File: config.mk
export PLATFORM = sky130hd
export DESIGN_NAME = ship_input_ctrl
export DESIGN_NICKNAME = d
export VERILOG_FILES = /design/src/rtl/ship_input_ctrl.sv
export SDC_FILE = /design/constraint.sdc
export NUM_CORES = 1
export LEC_CHECK = 0
export ABC_AREA = 1
export BUFFER_PORTS_ARGS = -buffer_cell sky130_fd_sc_hd__buf_2
export CORE_UTILIZATION = 45
export DETAILED_ROUTE_END_ITERATION = 8
export PLACE_DENSITY = 0.74
export SETUP_SLACK_MARGIN = 0.4
export SKIP_LAST_GASP = 1
export SLEW_MARGIN = 5
export SYNTH_ARGS = -nofsm -noshare
export SYNTH_HDL_FRONTEND = slang
export SYNTH_SLANG_ARGS = --single-unit
File: constraint.sdc
create_clock -name sys_clk -period 2.76 [get_ports sys_clk]
set_clock_uncertainty 0.2 [all_clocks]
set_input_delay 0.552 -clock sys_clk [delete_from_list [all_inputs] [get_ports sys_clk]]
set_output_delay 0.552 -clock sys_clk [all_outputs]
set_load 0.01 [all_outputs]
File: src/rtl/ship_input_ctrl.sv
// ship_input_ctrl: upstream control stage for the colour/sprite mapper.
// Turns the raw USB keycode into a sticky one-hot ship direction, a moving flag and a
// handshaked single-bullet fire request. All state advances only on sys_clk edges where
// frame_tick is high (one tick per frame).
//
// Ports:
//   sys_clk        in   system clock
//   reset_n        in   asynchronous active-low reset
//   frame_tick     in   one-cycle pulse per frame; every high cycle counts as one tick
//   keycode[7:0]   in   current USB keycode, 8'h00 = no key
//   bullets_exist  in   bullet pair in flight (from the bullet stage)
//   direction[3:0] out  {up,down,right,left}, one-hot
//   moving         out  ship has started moving (sticky until reset)
//   shoot          out  fire request to the bullet stage (level)
//   fire_busy      out  fire FSM is not idle
//
// Build option: define SHIP_AUTOFIRE_EN to keep the fire path permanently armed, so a
// held fire key re-requests every time the cooldown completes.
module ship_input_ctrl #(
  parameter logic [7:0]  KEY_UP          = 8'h1A,
  parameter logic [7:0]  KEY_DOWN        = 8'h16,
  parameter logic [7:0]  KEY_LEFT        = 8'h04,
  parameter logic [7:0]  KEY_RIGHT       = 8'h07,
  parameter logic [7:0]  KEY_FIRE        = 8'h2C,
  parameter int unsigned DEBOUNCE_FRAMES = 2,
  parameter int unsigned FIRE_COOLDOWN   = 8,
  parameter int unsigned ACK_TIMEOUT     = 4
) (
  input  logic       sys_clk,
  input  logic       reset_n,
  input  logic       frame_tick,
  input  logic [7:0] keycode,
  input  logic       bullets_exist,
  output logic [3:0] direction,
  output logic       moving,
  output logic       shoot,
  output logic       fire_busy
);

  typedef enum logic [1:0] {StIdle, StReq, StWaitClear, StCooldown} fire_state_e;

  localparam logic [3:0] DebMax   = 4'(DEBOUNCE_FRAMES);
  localparam logic [7:0] CoolLoad = 8'(FIRE_COOLDOWN);
  localparam logic [7:0] AckLoad  = 8'(ACK_TIMEOUT);

  // Debounce
  logic [7:0] sample_q, sample_d;
  logic [3:0] stable_q, stable_d;
  logic [7:0] deb_q, deb_d;
  logic       accept;

  always_comb begin
    sample_d = sample_q;
    stable_d = stable_q;
    deb_d    = deb_q;
    accept   = 1'b0;
    if (frame_tick) begin
      if (keycode != sample_q) begin
        sample_d = keycode;
        stable_d = 4'd1;
        accept   = (DebMax == 4'd1);
      end else if (stable_q != DebMax) begin
        stable_d = stable_q + 4'd1;
        accept   = ((stable_q + 4'd1) == DebMax);
      end
      if (accept) begin
        deb_d = keycode;
      end
    end
  end

  // Direction: only an accepted direction key changes it; everything else is sticky.
  logic [3:0] direction_q, direction_d;
  logic       moving_q, moving_d;
  logic [3:0] dir_hit;

  assign dir_hit = {keycode == KEY_UP, keycode == KEY_DOWN,
                    keycode == KEY_RIGHT, keycode == KEY_LEFT};

  always_comb begin
    direction_d = direction_q;
    moving_d    = moving_q;
    if (accept && (dir_hit != 4'b0000)) begin
      direction_d = dir_hit;
      moving_d    = 1'b1;
    end
  end

  // Fire FSM. fire_pressed is a level on the debounced key (post-update), so the armed
  // flag is what limits a held key to a single request.
  fire_state_e state_q, state_d;
  logic [7:0]  cnt_q, cnt_d;
  logic        fire_pressed;
  logic        fire_armed;
  logic        fire_start;

  assign fire_pressed = (deb_d == KEY_FIRE);
  assign fire_start   = frame_tick && (state_q == StIdle) && fire_pressed && fire_armed &&
                        !bullets_exist;

  always_comb begin
    state_d = state_q;
    cnt_d   = cnt_q;
    if (frame_tick) begin
      unique case (state_q)
        StIdle: begin
          if (fire_start) begin
            state_d = StReq;
            cnt_d   = AckLoad;
          end
        end
        StReq: begin
          if (bullets_exist) begin
            state_d = StWaitClear;
          end else if (cnt_q <= 8'd1) begin
            // Request never acknowledged: drop it without a cooldown.
            state_d = StIdle;
            cnt_d   = 8'd0;
          end else begin
            cnt_d = cnt_q - 8'd1;
          end
        end
        StWaitClear: begin
          if (!bullets_exist) begin
            if (CoolLoad == 8'd0) begin
              state_d = StIdle;
            end else begin
              state_d = StCooldown;
              cnt_d   = CoolLoad;
            end
          end
        end
        StCooldown: begin
          if (cnt_q <= 8'd1) begin
            state_d = StIdle;
            cnt_d   = 8'd0;
          end else begin
            cnt_d = cnt_q - 8'd1;
          end
        end
        default: state_d = StIdle;
      endcase
    end
  end

`ifdef SHIP_AUTOFIRE_EN
  assign fire_armed = 1'b1;
`else
  logic armed_q;

  // Re-arm only once the debounced key is no longer fire: one shot per press.
  always_ff @(posedge sys_clk or negedge reset_n) begin
    if (!reset_n) begin
      armed_q <= 1'b1;
    end else if (frame_tick) begin
      if (fire_start) begin
        armed_q <= 1'b0;
      end else if (!fire_pressed) begin
        armed_q <= 1'b1;
      end
    end
  end

  assign fire_armed = armed_q;
`endif

  always_ff @(posedge sys_clk or negedge reset_n) begin
    if (!reset_n) begin
      sample_q    <= 8'h00;
      stable_q    <= 4'd0;
      deb_q       <= 8'h00;
      direction_q <= 4'b1000;
      moving_q    <= 1'b0;
      state_q     <= StIdle;
      cnt_q       <= 8'd0;
    end else begin
      sample_q    <= sample_d;
      stable_q    <= stable_d;
      deb_q       <= deb_d;
      direction_q <= direction_d;
      moving_q    <= moving_d;
      state_q     <= state_d;
      cnt_q       <= cnt_d;
    end
  end

  // shoot decodes straight from the state flop so the async clear drops it immediately.
  assign direction = direction_q;
  assign moving    = moving_q;
  assign shoot     = (state_q == StReq);
  assign fire_busy = (state_q != StIdle);

endmodule

==> qor.csv, run 1 <==
stage;metric;value;unit
routing;Iter 0 DRT Violations;104;
synth;Yosys reg bits;36;
timing;final period utilization;0.870;
routing;Via-to-Cell Ratio;5.10;
setup_path;startpoint types;register;
cts;Reg clk slew, reported paths;70;ps
timing;Max transition margin;0.474;
synth;Syn Nets;325;
die;initial core utilization;0.482;
die;Top Ports;19;
place;post-detail-place hpwl;3020;um
cts;CTS max path bufs;2;
flow_run;Max Cap Violations;0;
cells_and_area;NumNets Final;360;
cts;hold buffers post-CTS;0;
global_routing;global-route wire length before repair;7730;um
die;Die Width;71.5;um
power;Leak;0.00140;uW
cts;CTS HTree Levels;2;
cells_and_area;Util after Layout;0.596;
setup_path;WP data required;2730;ps
power;power density cells;638;nW/um2
power;Seq pwr share;0.406;
timing;Pins Over Slew Limit;0;
routing;post-route DRC violation count;0;
routing;routed length per instance;11.6;um
setup_path;kind of critical path;reg -> reg;
timing;# setup viols final;0;
synth;Syn Std Cell Area;2170;um2
synth;yosys warns;0;
timing;Final min period;2400;ps
cts;Root Buffer;clkbuf_8;
global_routing;pin count of the biggest net entering global routing;37;
routing;via count;2016;
worst_hold_path;HP Class;in -> async;
power;Comb pwr share;0.391;
power;Int Pwr;1030;uW
setup_path;CP Max Fanout;8;
timing;Setup TNS Final;0;ps
die;Die ar.;5110;um2
global_routing;vias in the first global route;1769;
cells_and_area;Fillers;427;
routing;Routed WL;4590;um
cts;cts bufs inserted;5;
power;Clock Power Share;0.203;
power;NetSw;677;uW
place;GP Congestion;0.887;
timing;actual slew at the worst max-slew pin;788;ps
cells_and_area;most frequent cells in the layout;nand2_1 (93), inv_1 (38), dfrtp_1 (32);
outcome;status;completed;
setup_path;Worst Path Arrival;2370;ps
global_routing;GR Overflow Total;0;
cts;clk sink count;36;
setup_path;CP endpoint kind;register;
synth;share of the yosys chip area belonging to registers;0.416;
timing;Max Clk Rate;416;MHz
global_routing;GR Util All Layers;0.190;
timing;RSZ-0062 raised after global routing;true;
synth;Gate Count Post-Synth;308;
power;Sw Ratio;0.396;
synth;syn avg cell area;7.06;um2
synth;post-synth cell types;29;
place;port buffer count;18;
die;die height;71.5;um
cts;worst skew pair latency;290;ps
timing;Final Hold Viols;0;
power;maximum vdd drop;0.220;mV
cells_and_area;share of cells above drive strength 1;0.283;
timing;WHS;139;ps
die;Rows;24;
routing;ANT nets after route;0;
cells_and_area;number of diodes;0;
cells_and_area;commonest non-fill, non-tap cell in the layout;nand2_1;
die;core area;4500;um2
cts;CTS tree;done;
cells_and_area;layout overhead on the synthesized area;23.4;%
routing;First-pass DRT Iterations;4;
power;overall power;1710;uW
global_routing;initial antenna violation count;0;
-- cells by family after synthesis --
group | synth area share
compound gates | 0.0507
xor+xnor | 0.0282
fa+ha+maj | 0.0288
flops | 0.416
simple gates | 0.382
buf+inv | 0.0944
-- per-layer routing --
metal  track usage  wire [um]  part of all wire
met1         0.263       2170              0.47
met2         0.303       2240              0.49
met3        0.0338        108             0.024
met4        0.0697         68             0.015
met5             0          0                 0
-- power by group through the flow --
stage / sequential, uW / combinational, uW / clock, uW
after global routing: 707 / 761 / 379
after floorplan: 680 / 463 / 0
after global placement: 696 / 557 / 0
final: 695 / 669 / 347
after detailed placement: 697 / 561 / 0
after CTS: 688 / 615 / 355
-- area by class of cell --
class / count / area [um2] / share of cell area
multi-input combinational: 224 / 1260 / 0.472
sequential: 36 / 906 / 0.338
timing repair buffer: 30 / 196 / 0.0732
inverter: 46 / 173 / 0.0644
clock buffer: 6 / 72.6 / 0.0271
tap: 52 / 65.1 / 0.0243
clock inverter: 1 / 5.00 / 0.00187
-- per-stage QoR --
step,setup slack (ps),std cells,cell area (um2)
floorplan,589,308,2170
global placement,167,375,2310
detailed placement,123,375,2310
CTS,380,390,2490
global route,232,395,2680
finish,359,395,2680
-- worst max-delay path, cell delays in order, from the launching register on --
cell and delay, ps:
dfrtp_2 460, buf_6 140, ha_4 140, nand2_2 50, inv_2 40, nand3_4 80
nor2_4 50, buf_12 140, nand3_4 130, nand2_2 60, nand2_2 80, nand2_2 70
nor2_4 150, nand3_4 100, nand2_4 100, nand3_4 140, nand2_1 100, nand2_1 60
-- flip-flops by register name, summed over array words and instances, names as in the netlist --
register and count:
state_q 2, armed_q 1, moving 1, direction 4, stable_q 4, deb_q 8
cnt_q 8, sample_q 8
-- Yosys cell counts --
library cell | instances | area (um2)
a21oi_1 | 2 | 10.0
buf_2 | 2 | 10.0
buf_4 | 1 | 7.51
buf_6 | 1 | 11.3
clkbuf_1 | 1 | 3.75
dfrtp_1 | 34 | 851
dfstp_2 | 2 | 52.6
ha_1 | 5 | 62.6
inv_1 | 41 | 154
inv_2 | 5 | 18.8
nand2_1 | 119 | 447
nand2_2 | 4 | 25.0
nand3_1 | 16 | 80.1
nand3_2 | 3 | 30.0
nand4_1 | 12 | 75.1
nor2_1 | 22 | 82.6
nor2_2 | 2 | 12.5
nor2_4 | 1 | 11.3
nor2_8 | 1 | 20.0
nor3_1 | 2 | 10.0
nor4_1 | 4 | 25.0
o21a_1 | 1 | 7.51
o21ai_0 | 15 | 75.1
o21ai_1 | 1 | 5.00
o22ai_1 | 2 | 12.5
or2_2 | 1 | 6.26
or3_1 | 1 | 6.26
xnor2_1 | 4 | 35.0
xor2_1 | 3 | 26.3
-- timing repair --
action,in CTS,in global routing
setup endpoints to repair,10,10
gates resized for setup,9,42
setup buffers,6,4
hold endpoints to repair,0,0
gates cloned,2,1
pin swaps,5,26
-- worst paths after layout --
| path | end | slack [ps] | cells after the start | start |
|---|---|---|---|---|
| max | cnt_q[4] | 360 | 17 | stable_q[0] |
| min | sample_q[2] | 140 | 1 | reset_n |
| max reg2reg | cnt_q[4] | 360 | 17 | stable_q[0] |
| min reg2reg | moving | 260 | 1 | moving |
| max in group asynchronous | stable_q[0] | 1670 | 1 | reset_n |
| min in group sys_clk | moving | 260 | 1 | moving |
No activity file was read; power rests on OpenSTA's default activity.
==> inputs of run 2 (changes only) <==
==> constraint.sdc (replaced) <==
create_clock -name sys_clk -period 2.76 [get_ports sys_clk]
set_clock_uncertainty 0.2 [all_clocks]
set_input_delay 0.138 -clock sys_clk [delete_from_list [all_inputs] [get_ports sys_clk]]
set_output_delay 0.138 -clock sys_clk [all_outputs]
set_load 0.01 [all_outputs]
==> run 2 against run 1 <==
Register-to-register slack got worse by 40 ps. Hold slack got worse by 130 ps. Largest cell class unchanged. Sequential share of layout area fell by 1.6 points. Largest power group is now combinational cells. Critical path depth shrank 1. Critical path type unchanged. Global-route usage rose by 0.79 points. Combinational power increased by 4.0%. Non-clock buffer count rose by 9. Die area unchanged. Final area grew 4.9%.
==> qor.csv, run 2 (synthesis results as in run 1) <==
stage;metric;value;unit
timing;Max Clk Rate;410;MHz
die;Die Width;71.5;um
power;NetSw;701;uW
cts;Root Buffer;clkbuf_8;
global_routing;GR Overflow Total;0;
routing;Iter 0 DRT Violations;143;
global_routing;GR Util All Layers;0.198;
cts;CTS tree;done;
timing;Max transition margin;0.465;
place;GP Congestion;0.847;
global_routing;global-route wire length before repair;7910;um
cells_and_area;footprint of the multi-input gates;1240;um2
power;Leak;0.00147;uW
flow_run;Max Cap Violations;0;
timing;Pins Over Slew Limit;0;
setup_path;CP Max Fanout;6;
routing;ANT nets after route;0;
cells_and_area;register area;906;um2
cells_and_area;number of diodes;0;
cells_and_area;layout overhead on the synthesized area;29.5;%
setup_path;kind of critical path;reg -> reg;
power;Clock Power Share;0.318;
cts;clk sink count;36;
worst_hold_path;hold wc startpoint;keycode[7];
place;port buffer count;18;
global_routing;initial antenna violation count;0;
setup_path;Cell Chain, Critical Path;ha_4 > inv_2 > nand2_2 > nand2_2 > nand3_4 > nor2_4 > nand3_4 > nand2_2 > nand2_2 > nand2_2 > nor2_4 > nand3_4 > nand2_4 > buf_4 > nand4_1 > nand2_1;
die;Die ar.;5110;um2
routing;routed length per instance;12.0;um
timing;Final min period;2440;ps
routing;Routed WL;4870;um
power;Seq pwr share;0.340;
power;Int Pwr;1330;uW
setup_path;WP data required;2740;ps
cts;cts bufs inserted;5;
place;post-detail-place hpwl;3070;um
routing;First-pass DRT Iterations;4;
setup_path;startpoint types;register;
cells_and_area;design area;2810;um2
timing;actual slew at the worst max-slew pin;802;ps
die;core area;4500;um2
die;Rows;24;
power;maximum vdd drop;0.288;mV
setup_path;worst r2r src;stable_q[0];
worst_hold_path;HP Class;in -> reg;
setup_path;cell seen most often among critical-path stages;nand2_2;
place;Area after DPL;2300;um2
cts;CTS max path bufs;2;
cts;Reg clk slew, reported paths;80;ps
cells_and_area;most frequent cells in the layout;nand2_1 (103), inv_1 (38), dfrtp_1 (32);
cells_and_area;NumNets Final;370;
timing;RSZ-0062 raised after global routing;true;
timing;Setup TNS Final;0;ps
cts;CTS HTree Levels;2;
global_routing;pin count of the biggest net entering global routing;37;
outcome;status;completed;
power;power density cells;723;nW/um2
global_routing;vias in the first global route;1844;
power;Comb pwr share;0.342;
die;initial core utilization;0.482;
timing;final period utilization;0.884;
cells_and_area;Fillers;381;
die;die height;71.5;um
cells_and_area;Top Registers;cnt_q x8, deb_q x8, sample_q x8;
cts;worst skew pair latency;290;ps
setup_path;crit-path max cell delay;460;ps
power;Sw Ratio;0.345;
cells_and_area;share of cells above drive strength 1;0.257;
cells_and_area;commonest non-fill, non-tap cell in the layout;nand2_1;
timing;Final Hold Viols;0;
timing;# setup viols final;0;
setup_path;Setup crit start;stable_q[0];
routing;post-route DRC violation count;0;
routing;via count;2047;
setup_path;Max stage delay cell, worst path;dfrtp_2;
routing;Via-to-Cell Ratio;5.04;
setup_path;Worst Path Arrival;2420;ps
die;Top Ports;19;
setup_path;CP endpoint kind;register;
==> run 2: changes by cell type in the layout (fill, tap and decap cells not counted), sizes merged <==
cell / delta
buf: +1
bufinv: +3
clkbuf: -1
clkinv: -1
dlygate4sd3: +8
nor2: +1
==> run 2: repair_timing <==
| item | CTS | global route |
|---|---|---|
| cloned | 2 | 2 |
| pin swaps | 3 | 24 |
| gates resized for setup | 8 | 33 |
| endpoints found under the setup margin | 10 | 13 |
| hold endpoints to repair | 47 | 0 |
| setup buffers | 3 | 9 |
| hold buffers | 8 | 0 |
==> run 2: layer usage <==
layer | wire length [um] | part of all wire | vias to the layer above | GRT usage
met5 | 0 | 0 | - | 0
met1 | 2270 | 0.47 | 934 | 0.262
li1 | - | - | 1057 | -
met2 | 2330 | 0.48 | 48 | 0.333
met3 | 179 | 0.037 | 8 | 0.0380
met4 | 88 | 0.018 | 0 | 0.0588
==> run 2: power by group through the flow <==
stage / Combinational, uW / Sequential (uW) / Clock [uW]
2_1_floorplan: 463 / 680 / 0
3_3_place_gp: 554 / 694 / 0
3_5_place_dp: 564 / 696 / 0
4_1_cts: 609 / 688 / 656
5_1_grt: 794 / 704 / 675
6_report: 696 / 692 / 647
==> run 2: critical path, delay by kind of cell (launching register included) <==
kind | cells | cell delay (ps)
adder cells (fa/ha/maj) | 1 | 180
AND/OR/NAND/NOR | 13 | 1300
buffers and inverters | 2 | 190
flip-flops | 1 | 460
==> run 2: cell type report <==
class / instances / area share
Multi-Input combinational cell: 225 / 0.439
Sequential cell: 36 / 0.322
Tap cell: 52 / 0.0231
Clock buffer: 5 / 0.0245
Inverter: 46 / 0.0614
Timing Repair Buffer: 39 / 0.0978
Clock inverter: 3 / 0.0320
==> run 2: final timing paths <==
path | to | slack (ps) | depth (start not counted)
min in group asynchronous | cnt_q[0] | 270 | 2
worst min-delay path | sample_q[7] | 10 | 3
max in group asynchronous | stable_q[0] | 1530 | 2
worst max register to register | cnt_q[5] | 320 | 16
worst min register to register | direction[1] | 270 | 2
worst max-delay path | cnt_q[5] | 320 | 16
==> run 2: through the flow <==
stage	worst slack (ps)	power, uW	utilization	instances	hold slack (ps)
finish	321	2040	0.625	406	13.7
global route	209	2170	0.625	406	39.0
CTS	401	1950	0.582	395	8.43
detailed placement	247	1260	0.511	374	67.3
global placement	323	1250	0.511	374	74.0
floorplan	589	1140	-	308	-358
==> inputs of run 3 (changes only) <==
--- a/config.mk
+++ b/config.mk
@@ -8,6 +8,7 @@
 export ABC_AREA = 1
 export BUFFER_PORTS_ARGS = -buffer_cell sky130_fd_sc_hd__buf_2
 export CORE_UTILIZATION = 45
+export CTS_BUF_LIST = sky130_fd_sc_hd__clkbuf_16
 export DETAILED_ROUTE_END_ITERATION = 8
 export PLACE_DENSITY = 0.74
 export SETUP_SLACK_MARGIN = 0.4
==> run 3 against run 2 <==
Global-route usage increased by 0.60 points. Sequential share of layout area is 1.1 points lower. Via count rose by 1.4%. Combinational power rose by 3%. Non-clock buffer count rose by 3. Cell count increased by 0.49%. Sequential power about the same. Largest cell class unchanged. Highest routed layer unchanged.
==> qor.csv, run 3 (synthesis results as in run 1) <==
stage;metric;value;unit
routing;routed length per instance;12.7;um
power;maximum vdd drop;0.375;mV
cells_and_area;commonest non-fill, non-tap cell in the layout;nand2_1;
cts;Reg clk slew, reported paths;60;ps
power;Leak;0.00154;uW
die;Rows;24;
routing;ANT nets after route;0;
power;power density cells;769;nW/um2
cts;Root Buffer;clkbuf_16;
timing;WHS;6.69;ps
timing;actual slew at the worst max-slew pin;790;ps
timing;Final Hold Viols;0;
worst_hold_path;hold depth;3;
power;overall power;2240;uW
cells_and_area;share of cells above drive strength 1;0.292;
global_routing;met3 Usage GRT;0.0380;
cts;CTS max path bufs;2;
outcome;status;completed;
cells_and_area;design area;2910;um2
global_routing;initial antenna violation count;0;
timing;RSZ-0062 raised after global routing;true;
place;GP Congestion;0.847;
routing;Iter 0 DRT Violations;141;
timing;Setup TNS Final;0;ps
die;initial core utilization;0.482;
global_routing;met1 Track Usage GR;0.267;
worst_hold_path;Min-Delay Endpoint;sample_q[4];
routing;via count;2076;
place;Area after DPL;2300;um2
cells_and_area;Fillers;355;
setup_path;r2r setup slk;350;ps
global_routing;GR Util All Layers;0.204;
global_routing;vias in the first global route;1862;
cells_and_area;number of diodes;0;
timing;Max Clk Rate;416;MHz
cells_and_area;layout overhead on the synthesized area;33.9;%
flow_run;Max Cap Violations;0;
place;port buffer count;18;
cells_and_area;Top Registers;cnt_q x8, deb_q x8, sample_q x8;
timing;Max transition margin;0.473;
routing;First-pass DRT Iterations;4;
cts;cts bufs inserted;5;
setup_path;Worst R2R End;cnt_q[5];
routing;Routed WL;5160;um
timing;Final min period;2410;ps
die;core area;4500;um2
cts;CTS HTree Levels;2;
setup_path;kind of critical path;reg -> reg;
setup_path;worst r2r src;stable_q[0];
worst_hold_path;HP Class;in -> reg;
die;die height;71.5;um
cells_and_area;most frequent cells in the layout;nand2_1 (97), inv_1 (37), dfrtp_1 (32);
timing;# setup viols final;0;
routing;Via-to-Cell Ratio;5.09;
cts;CTS tree;done;
setup_path;WP data required;2730;ps
die;Die Width;71.5;um
setup_path;Worst Path Arrival;2380;ps
cells_and_area;NumNets Final;372;
global_routing;GR Overflow Total;0;
setup_path;CP endpoint kind;register;
setup_path;cells on worst reg2reg path;16;
die;Top Ports;19;
cts;clk sink count;36;
cts;worst skew pair latency;280;ps
setup_path;startpoint types;register;
worst_hold_path;hold wc startpoint;keycode[4];
die;Die ar.;5110;um2
place;post-detail-place hpwl;3070;um
timing;Pins Over Slew Limit;0;
global_routing;pin count of the biggest net entering global routing;37;
timing;final period utilization;0.872;
global_routing;gr busiest metal;met2;
global_routing;global-route wire length before repair;8110;um
global_routing;met2 Track Usage GR;0.345;
routing;post-route DRC violation count;0;
setup_path;CP Max Fanout;5;
## run 3: worst max-delay path: stages, from the launching register on
cell	delay, ps
dfrtp_2	450
ha_4	170
inv_2	40
nand2_2	40
nand2_2	100
nand3_4	110
nor2_4	230
nand3_4	150
nand2_1	140
nand2_2	80
nand2_2	80
nor2_4	40
nand3_2	80
nand2_4	80
buf_4	160
nand4_1	80
nand2_1	60
## run 3: stage by stage
stage               std cells   util  worst slack (ps)
floorplan                 308      -               589
global placement          374  0.511               323
detailed placement        374  0.511               247
CTS                       392  0.588               401
global route              408  0.646               258
finish                    408  0.646               354
## run 3: worst max path at each step
stage,startpoint,end,slack (ps)
2_1_floorplan,stable_q[0],cnt_q[0],590
3_3_place_gp,stable_q[0],cnt_q[1],320
3_5_place_dp,stable_q[0],cnt_q[0],250
4_1_cts,stable_q[0],cnt_q[0],400
5_1_grt,stable_q[0],cnt_q[0],260
6_report,stable_q[0],cnt_q[5],350
## run 3: cell type report
cell class | count | area [um2] | share of cell area
inverter | 46 | 173 | 0.0594
timing repair buffer | 42 | 308 | 0.106
tap | 52 | 65.1 | 0.0224
clock inverter | 3 | 90.1 | 0.0310
clock buffer | 5 | 125 | 0.0430
multi-input combinational | 224 | 1240 | 0.427
sequential | 36 | 906 | 0.311
## run 3: power by group
group | leakage (uW) | internal, uW | total, uW | switching (uW)
Combinational | 0.000988 | 278 | 715 | 437
Sequential | 0.000444 | 613 | 695 | 81.3
Clock | 0.000104 | 609 | 826 | 218
Total | 0.00154 | 1500 | 2240 | 736
## run 3: timing repair
item                                   in CTS  in global routing
endpoints found under the hold margin      41                  0
hold buffers                                5                  0
pin swaps                                   3                 27
buffers inserted                            3                 15
gates resized for setup                     8                 48
gates cloned                                2                  1
setup endpoints to repair                  10                 10
## run 3: routing by layer
layer / part of all wire / up-vias / routed length, um
met5: 0 / - / 0
met1: 0.45 / 962 / 2310
met2: 0.50 / 44 / 2580
li1: - / 1062 / -
met4: 0.017 / 0 / 86
met3: 0.036 / 8 / 186
